===== src/rtl/udma_uart_rx_core_if.sv =====
// Bus bundle between the uDMA UART receiver core and its pad/config/consumer side.
// The master drives the pad line, configuration and ready; the slave is the receiver core.
interface udma_uart_rx_core_if;
    logic        rx_i;
    logic        cfg_en_i;
    logic [15:0] cfg_div_i;
    logic [1:0]  cfg_bits_i;
    logic        cfg_parity_en_i;
    logic        cfg_stop_bits_i;
    logic [7:0]  data_o;
    logic        valid_o;
    logic        ready_i;
    logic        rx_char_event_o;
    logic        err_overrun_o;
    logic        err_parity_o;
    logic        err_frame_o;
    logic        busy_o;

    modport master (
        output rx_i, cfg_en_i, cfg_div_i, cfg_bits_i, cfg_parity_en_i, cfg_stop_bits_i, ready_i,
        input  data_o, valid_o, rx_char_event_o, err_overrun_o, err_parity_o, err_frame_o, busy_o
    );

    modport slave (
        input  rx_i, cfg_en_i, cfg_div_i, cfg_bits_i, cfg_parity_en_i, cfg_stop_bits_i, ready_i,
        output data_o, valid_o, rx_char_event_o, err_overrun_o, err_parity_o, err_frame_o, busy_o
    );
endinterface


===== src/rtl/udma_uart_rx_core.sv =====
// UART receiver for the uDMA RX channel: synchronized pad line, mid-bit sampling,
// 5..8 data bits, optional even parity, 1 or 2 stop bits, single-entry output buffer.
module udma_uart_rx_core (
    input  logic                    sys_clk_i,
    input  logic                    rst_i,
    udma_uart_rx_core_if.slave      bus
);

    typedef enum logic [2:0] {
        IDLE   = 3'd0,
        START  = 3'd1,
        DATA   = 3'd2,
        PARITY = 3'd3,
        STOP   = 3'd4
    } state_t;

    // Even parity check over the zero-extended data and the received parity bit.
    function automatic logic parity_mismatch(input logic [7:0] data, input logic pbit);
        return ^{data, pbit};
    endfunction

    state_t      state_r;
    logic [15:0] cnt_r;
    logic [7:0]  shift_r;
    logic [2:0]  bit_idx_r;
    logic        stop_idx_r;
    logic        parity_bad_r;
    logic        frame_err_r;
    logic [1:0]  sync_r;
    logic        rx_prev_r;
    logic [7:0]  data_r;
    logic        valid_r;
    logic        evt_r;
    logic        ovr_r;
    logic        perr_r;
    logic        ferr_r;
    logic        busy_r;

    logic        rx_s;
    logic        bit_tick_s;
    logic        half_tick_s;
    logic        last_data_s;
    logic        last_stop_s;
    logic        frame_bad_s;
    logic        handshake_s;

    // Comparisons use >= so a mid-frame cfg change can never strand the counter.
    assign rx_s        = sync_r[1];
    assign bit_tick_s  = (cnt_r >= bus.cfg_div_i);
    assign half_tick_s = (cnt_r >= {1'b0, bus.cfg_div_i[15:1]});
    assign last_data_s = (bit_idx_r == ({1'b0, bus.cfg_bits_i} + 3'd4));
    assign last_stop_s = (stop_idx_r == bus.cfg_stop_bits_i);
    assign frame_bad_s = frame_err_r | ~rx_s;
    assign handshake_s = valid_r & bus.ready_i;

    assign bus.data_o          = data_r;
    assign bus.valid_o         = valid_r;
    assign bus.rx_char_event_o = evt_r;
    assign bus.err_overrun_o   = ovr_r;
    assign bus.err_parity_o    = perr_r;
    assign bus.err_frame_o     = ferr_r;
    assign bus.busy_o          = busy_r;

    // Two-flop synchronizer on the pad line plus previous-sample register for edge detection.
    always_ff @(posedge sys_clk_i or posedge rst_i) begin
        if (rst_i) begin
            sync_r    <= 2'b11;
            rx_prev_r <= 1'b0;
        end else begin
            sync_r    <= {sync_r[0], bus.rx_i};
            rx_prev_r <= rx_s;
        end
    end

    // Receive FSM, baud counter, shift register and registered output buffer/pulses.
    always_ff @(posedge sys_clk_i or posedge rst_i) begin
        if (rst_i) begin
            state_r      <= IDLE;
            cnt_r        <= 16'd0;
            shift_r      <= 8'd0;
            bit_idx_r    <= 3'd0;
            stop_idx_r   <= 1'b0;
            parity_bad_r <= 1'b0;
            frame_err_r  <= 1'b0;
            data_r       <= 8'd0;
            valid_r      <= 1'b0;
            evt_r        <= 1'b0;
            ovr_r        <= 1'b0;
            perr_r       <= 1'b0;
            ferr_r       <= 1'b0;
            busy_r       <= 1'b0;
        end else begin
            evt_r  <= 1'b0;
            ovr_r  <= 1'b0;
            perr_r <= 1'b0;
            ferr_r <= 1'b0;
            if (handshake_s) begin
                valid_r <= 1'b0;
            end
            if (!bus.cfg_en_i) begin
                state_r <= IDLE;
                cnt_r   <= 16'd0;
                busy_r  <= 1'b0;
            end else begin
                case (state_r)
                    IDLE: begin
                        cnt_r <= 16'd0;
                        if (!rx_s && rx_prev_r) begin
                            state_r      <= START;
                            busy_r       <= 1'b1;
                            shift_r      <= 8'd0;
                            bit_idx_r    <= 3'd0;
                            stop_idx_r   <= 1'b0;
                            parity_bad_r <= 1'b0;
                            frame_err_r  <= 1'b0;
                        end
                    end
                    START: begin
                        if (half_tick_s) begin
                            cnt_r <= 16'd0;
                            if (!rx_s) begin
                                state_r <= DATA;
                            end else begin
                                state_r <= IDLE;
                                busy_r  <= 1'b0;
                            end
                        end else begin
                            cnt_r <= cnt_r + 16'd1;
                        end
                    end
                    DATA: begin
                        if (bit_tick_s) begin
                            cnt_r              <= 16'd0;
                            shift_r[bit_idx_r] <= rx_s;
                            if (last_data_s) begin
                                state_r <= bus.cfg_parity_en_i ? PARITY : STOP;
                            end else begin
                                bit_idx_r <= bit_idx_r + 3'd1;
                            end
                        end else begin
                            cnt_r <= cnt_r + 16'd1;
                        end
                    end
                    PARITY: begin
                        if (bit_tick_s) begin
                            cnt_r        <= 16'd0;
                            parity_bad_r <= parity_mismatch(shift_r, rx_s);
                            state_r      <= STOP;
                        end else begin
                            cnt_r <= cnt_r + 16'd1;
                        end
                    end
                    STOP: begin
                        if (bit_tick_s) begin
                            cnt_r       <= 16'd0;
                            frame_err_r <= frame_bad_s;
                            if (last_stop_s) begin
                                state_r <= IDLE;
                                busy_r  <= 1'b0;
                                if (frame_bad_s) begin
                                    ferr_r <= 1'b1;
                                end else begin
                                    perr_r <= parity_bad_r;
                                    if (!valid_r || bus.ready_i) begin
                                        data_r  <= shift_r;
                                        valid_r <= 1'b1;
                                        evt_r   <= 1'b1;
                                    end else begin
                                        ovr_r <= 1'b1;
                                    end
                                end
                            end else begin
                                stop_idx_r <= 1'b1;
                            end
                        end else begin
                            cnt_r <= cnt_r + 16'd1;
                        end
                    end
                    default: begin
                        state_r <= IDLE;
                        cnt_r   <= 16'd0;
                        busy_r  <= 1'b0;
                    end
                endcase
            end
        end
    end

endmodule


===== src/flat_wrapper.sv =====
// flat-port wrapper written by rule: the top's interface ports become plain ports
module udma_uart_rx_core_flat 
  (sys_clk_i, rst_i, bus_rx_i, bus_cfg_en_i, bus_cfg_div_i, bus_cfg_bits_i, bus_cfg_parity_en_i, bus_cfg_stop_bits_i, bus_ready_i, bus_data_o, bus_valid_o, bus_rx_char_event_o, bus_err_overrun_o, bus_err_parity_o, bus_err_frame_o, bus_busy_o);
  udma_uart_rx_core_if bus_i ();
  input  logic sys_clk_i;
  input  logic rst_i;
  input wire logic [$bits(bus_i.rx_i)-1:0] bus_rx_i;
  input wire logic [$bits(bus_i.cfg_en_i)-1:0] bus_cfg_en_i;
  input wire logic [$bits(bus_i.cfg_div_i)-1:0] bus_cfg_div_i;
  input wire logic [$bits(bus_i.cfg_bits_i)-1:0] bus_cfg_bits_i;
  input wire logic [$bits(bus_i.cfg_parity_en_i)-1:0] bus_cfg_parity_en_i;
  input wire logic [$bits(bus_i.cfg_stop_bits_i)-1:0] bus_cfg_stop_bits_i;
  input wire logic [$bits(bus_i.ready_i)-1:0] bus_ready_i;
  output wire logic [$bits(bus_i.data_o)-1:0] bus_data_o;
  output wire logic [$bits(bus_i.valid_o)-1:0] bus_valid_o;
  output wire logic [$bits(bus_i.rx_char_event_o)-1:0] bus_rx_char_event_o;
  output wire logic [$bits(bus_i.err_overrun_o)-1:0] bus_err_overrun_o;
  output wire logic [$bits(bus_i.err_parity_o)-1:0] bus_err_parity_o;
  output wire logic [$bits(bus_i.err_frame_o)-1:0] bus_err_frame_o;
  output wire logic [$bits(bus_i.busy_o)-1:0] bus_busy_o;
  assign bus_i.rx_i = bus_rx_i;
  assign bus_i.cfg_en_i = bus_cfg_en_i;
  assign bus_i.cfg_div_i = bus_cfg_div_i;
  assign bus_i.cfg_bits_i = bus_cfg_bits_i;
  assign bus_i.cfg_parity_en_i = bus_cfg_parity_en_i;
  assign bus_i.cfg_stop_bits_i = bus_cfg_stop_bits_i;
  assign bus_i.ready_i = bus_ready_i;
  assign bus_data_o = bus_i.data_o;
  assign bus_valid_o = bus_i.valid_o;
  assign bus_rx_char_event_o = bus_i.rx_char_event_o;
  assign bus_err_overrun_o = bus_i.err_overrun_o;
  assign bus_err_parity_o = bus_i.err_parity_o;
  assign bus_err_frame_o = bus_i.err_frame_o;
  assign bus_busy_o = bus_i.busy_o;
  udma_uart_rx_core u_core (.sys_clk_i(sys_clk_i), .rst_i(rst_i), .bus(bus_i));
endmodule

===== config.mk =====
export PLATFORM = sky130hd
export DESIGN_NAME = udma_uart_rx_core_flat
export DESIGN_NICKNAME = d
export VERILOG_FILES = /design/src/rtl/udma_uart_rx_core_if.sv /design/src/rtl/udma_uart_rx_core.sv /design/src/flat_wrapper.sv
export SDC_FILE = /design/constraint.sdc
export NUM_CORES = 1
export LEC_CHECK = 0
export BUFFER_PORTS_ARGS = -buffer_cell sky130_fd_sc_hd__buf_2
export CAP_MARGIN = 20
export CELL_PAD_IN_SITES_DETAIL_PLACEMENT = 0
export CELL_PAD_IN_SITES_GLOBAL_PLACEMENT = 1
export CORE_ASPECT_RATIO = 0.7
export CORE_MARGIN = 2
export CORE_UTILIZATION = 49
export DETAILED_ROUTE_END_ITERATION = 8
export PLACE_DENSITY_LB_ADDON = 0.2
export SLEW_MARGIN = 20
export SYNTH_ARGS = -nofsm -noshare
export SYNTH_HDL_FRONTEND = slang
export SYNTH_SLANG_ARGS = --single-unit
export TNS_END_PERCENT = 1

===== constraint.sdc =====
create_clock -name sys_clk_i -period 7.1 [get_ports sys_clk_i]
set_input_delay 1.42 -clock sys_clk_i [delete_from_list [all_inputs] [get_ports sys_clk_i]]
set_output_delay 1.42 -clock sys_clk_i [all_outputs]
set_load 0.01 [all_outputs]

==> summary by stage <==
Detailed routing
The first-iteration detailed-routing DRC count is 167. After detailed routing, the number of remaining DRC violations is 0. The number of vias per cell after detailed routing is 5.367. The total wirelength of the detailed-routed design is 7074 microns. The number of detailed-routing iterations run before antenna repair is 4. Once detail routing completed, the nets flagged for antenna violations numbered 0. Across all layers, the routed design uses 2528 vias. After detailed routing, the average wire length per cell comes to 15.02 microns.

Critical path
Data on the critical path arrives at its endpoint at 3.52 ns. The type of the setup path with the least slack is input port to register. The endpoint class of the critical path is a register. The launching element type of the critical path is an input port. STA puts the critical path data required time at 7.30 ns. The highest net fanout along the worst path is 9.

Clock network
The number of hold buffers added after cts is 0. The CTS tree is yes. Clock-pin slew was measured on the worst setup and hold paths at 0.09 ns. The clock sink count is 50. The post-cts resize count is 0.

The H-tree depth reported by CTS is 2. Buffers inserted during clock tree synthesis total 5. For the worst-skew pair, the clock arrives at the later sink with an insertion delay of 0.30 ns. The maximum count of clock buffers along a single path is 2. The number of setup buffers added after CTS is 0. The cell at the root of the clock tree is sky130_fd_sc_hd__clkbuf_8.

Floorplan
The die covers 7438 sq um. Once the floorplan was initialized, standard cells occupied 49.91% of the core. The die boundary height is 72.76 microns.

The placeable core region is 6631 sq um. The die width is 102.2 microns. The floorplan has 25 rows. During I/O placement, the number of pins put on the boundary was 39.

Synth
sky130_fd_sc_hd__dfrtp_1 takes more of the synthesized area than any other cell. The cell area after synthesis is 3309 sq um. The area share of the largest cell type after synthesis is 36.29%. Synthesis produced a netlist with a net count of 399. The number of flip-flops and latches in the synthesized netlist is 50. By instance count, the leading cell after synthesis is sky130_fd_sc_hd__dfrtp_1. By area the synthesized netlist is led by sky130_fd_sc_hd__dfrtp_1, sky130_fd_sc_hd__ha_1, sky130_fd_sc_hd__mux2_4. The number of flops mapped to enable cells by yosys is 0. Ranked by instance count, the synthesized netlist is headed by sky130_fd_sc_hd__dfrtp_1, sky130_fd_sc_hd__ha_1, sky130_fd_sc_hd__nor2_1.

Of all flip-flops after synthesis, the portion carrying an async set or reset was 100.0%. The dominant register cell in the synthesized netlist is sky130_fd_sc_hd__dfrtp_1. The mean post-synth cell area is 9.705 sq um. Counting distinct cell types in the post-synthesis netlist gives 61. After synthesis, flip-flops and latches occupy 37.88% of the total area. The cell count after synthesis came out at 341. Yosys printed 0 warnings.

Status
The run finished with clean final reports.

Final layout
In the final layout, the multi-input gates occupy 1901 sq um. The post-route netlist has 18.30% of its cells at a drive strength greater than 1. The sequential cell area in the final layout is 1254 sq um. The post-layout net count is 435.

After filler insertion, the fill cell instance count of the layout stands at 638. Compared with the post-synthesis result, the final layout area differs by 10.74%. 0 antenna diodes ended up in the layout.

STA
Setup repair after global routing left no endpoint under its margin. Dividing the final minimum period by the clock period gives 46.87%. The final worst clock skew is 0.004906 ns. The count of pins over their slew limit is 0. The count of final hold-check violations is 0.

The fmax is 0.3005 GHz. The final setup TNS is 0 ns. Headroom to the max-slew limit came out at 42.16%.

The final worst-path setup slack is 3.772 ns. The minimum clock period is 3.328 ns. The number of failing setup endpoints in the final timing report is 0. The pin slew with the least headroom to its limit is 0.8666 ns.

Global route
After global routing the overflow that remains totals 0. The global-route wire length before repair is 11840 microns. The initial antenna violation count is 0. For this run, the total global-route usage over all layers was measured as 20.58%. The via count of the first global-routing pass is 2371. The largest net degree at the start of global routing is 51.

Placed design
The quantity of I/O buffers inserted on ports is 38. The final RePlAce weighted congestion is 0.8622. The wire-length estimate of the detail-placed layout is 5356 microns. The post-place setup slack is 3.469 ns.

Pwr
The peak supply drop is 145.6 uV. The standby leakage power is 1.825 nW. The cell area power density is 187.8 nW/um^2.

Flow run
The number of max-cap violations is 0.

Min path
The path class of the lowest-slack min-delay path is register to register.
-- cell type report --
class	count	area share (%)
clock buffer	5	1.878
clock inverter	2	1.058
timing repair buffer	38	5.189
tap	94	3.209
sequential	50	34.21
multi-input combinational	257	51.86
inverter	25	2.595
-- through the flow --
step                      power [mW]  hold WS [ns]  std cells  utilization, %  instance area, sq um
final                         0.6882        0.3592        471           55.26                  3665
after floorplan               0.4472        0.3452        341               -                  3309
after CTS                     0.6965        0.3600        471           55.25                  3664
after global routing          0.7359        0.3679        471           55.26                  3665
after detailed placement      0.4930        0.3473        464           53.62                  3556
after global placement        0.4922        0.3458        464           53.62                  3556
-- per-layer routing --
layer	GRT usage (%)	vias to the layer above	part of all wire, %
met5	0	-	0
met3	3.831	7	5.6
met1	34.53	1160	55
met2	26.39	76	38
li1	-	1285	-
met4	5.185	0	1.1
-- layout by cell type, fill, tap and decap left out, types with 8 or more instances in the layout --
| master | count |
|---|---|
| sky130_fd_sc_hd__nor2_1 | 32 |
| sky130_fd_sc_hd__nand2_1 | 25 |
| sky130_fd_sc_hd__xor2_1 | 12 |
| sky130_fd_sc_hd__inv_1 | 24 |
| sky130_fd_sc_hd__nand3_1 | 11 |
| sky130_fd_sc_hd__o21ai_0 | 18 |
| sky130_fd_sc_hd__mux2_4 | 8 |
| sky130_fd_sc_hd__a21oi_1 | 17 |
| sky130_fd_sc_hd__buf_2 | 38 |
| sky130_fd_sc_hd__dfrtp_1 | 48 |
| sky130_fd_sc_hd__xnor2_1 | 13 |
| sky130_fd_sc_hd__ha_1 | 33 |
-- cell families (layout without fill, tap and decap cells) --
| logic type | count (synthesis) | count (layout) | share of synthesized area (%) |
|---|---|---|---|
| adder cells (fa/ha/maj) | 33 | 33 | 12.48 |
| flip-flops | 50 | 50 | 37.88 |
| XOR/XNOR | 25 | 25 | 6.616 |
| multiplexers | 10 | 10 | 4.235 |
| AO/OA/AOI/OAI | 70 | 70 | 14.82 |
| AND/OR/NAND/NOR | 119 | 119 | 19.28 |
| buffers and inverters | 34 | 70 | 4.688 |
-- power breakdown --
group / leakage, nW / internal, mW / switching [mW] / total [mW]
sequential: 0.686 / 0.297 / 0.0258 / 0.323
clock: 0.0542 / 0.104 / 0.0943 / 0.198
combinational: 1.08 / 0.0628 / 0.104 / 0.167
-- sequential cells by signal, summed over array words and instances (netlist names), 2 cells and up --
signal,cells
u_core.bus.data_o,8
u_core.cnt_r,16
u_core.shift_r,8
u_core.state_r,3
u_core.bit_idx_r,3
u_core.sync_r,2
-- worst paths after layout --
| kind | startpoint | endpoint | slack (ns) | depth (start not counted) |
|---|---|---|---|---|
| setup / recovery | bus_cfg_div_i[13] | u_core.bus.data_o[7]$_DFFE_PP0P_ | 3.77 | 10 |
| max in group asynchronous | rst_i | u_core.bit_idx_r[2]$_DFFE_PP0P_ | 5.33 | 2 |
| hold / removal | u_core.sync_r[0]$_DFF_PP1_ | u_core.sync_r[1]$_DFF_PP1_ | 0.36 | 0 |
| setup reg to reg | u_core.cnt_r[13]$_DFF_PP0_ | u_core.shift_r[5]$_DFFE_PP0P_ | 4.54 | 8 |
| hold reg to reg | u_core.sync_r[0]$_DFF_PP1_ | u_core.sync_r[1]$_DFF_PP1_ | 0.36 | 0 |
| min in group asynchronous | rst_i | u_core.bus.rx_char_event_o$_DFF_PP0_ | 1.26 | 2 |
-- worst max-delay path: stages --
cell	delay, ns
sky130_fd_sc_hd__buf_2	0.08
sky130_fd_sc_hd__inv_1	0.05
sky130_fd_sc_hd__ha_1	0.30
sky130_fd_sc_hd__a21oi_1	0.15
sky130_fd_sc_hd__nor2b_1	0.06
sky130_fd_sc_hd__o21ai_0	0.23
sky130_fd_sc_hd__o211ai_2	0.32
sky130_fd_sc_hd__o2111ai_4	0.33
sky130_fd_sc_hd__nand2b_4	0.27
sky130_fd_sc_hd__mux2_4	0.31
No activity file was read; power rests on OpenSTA's default activity.
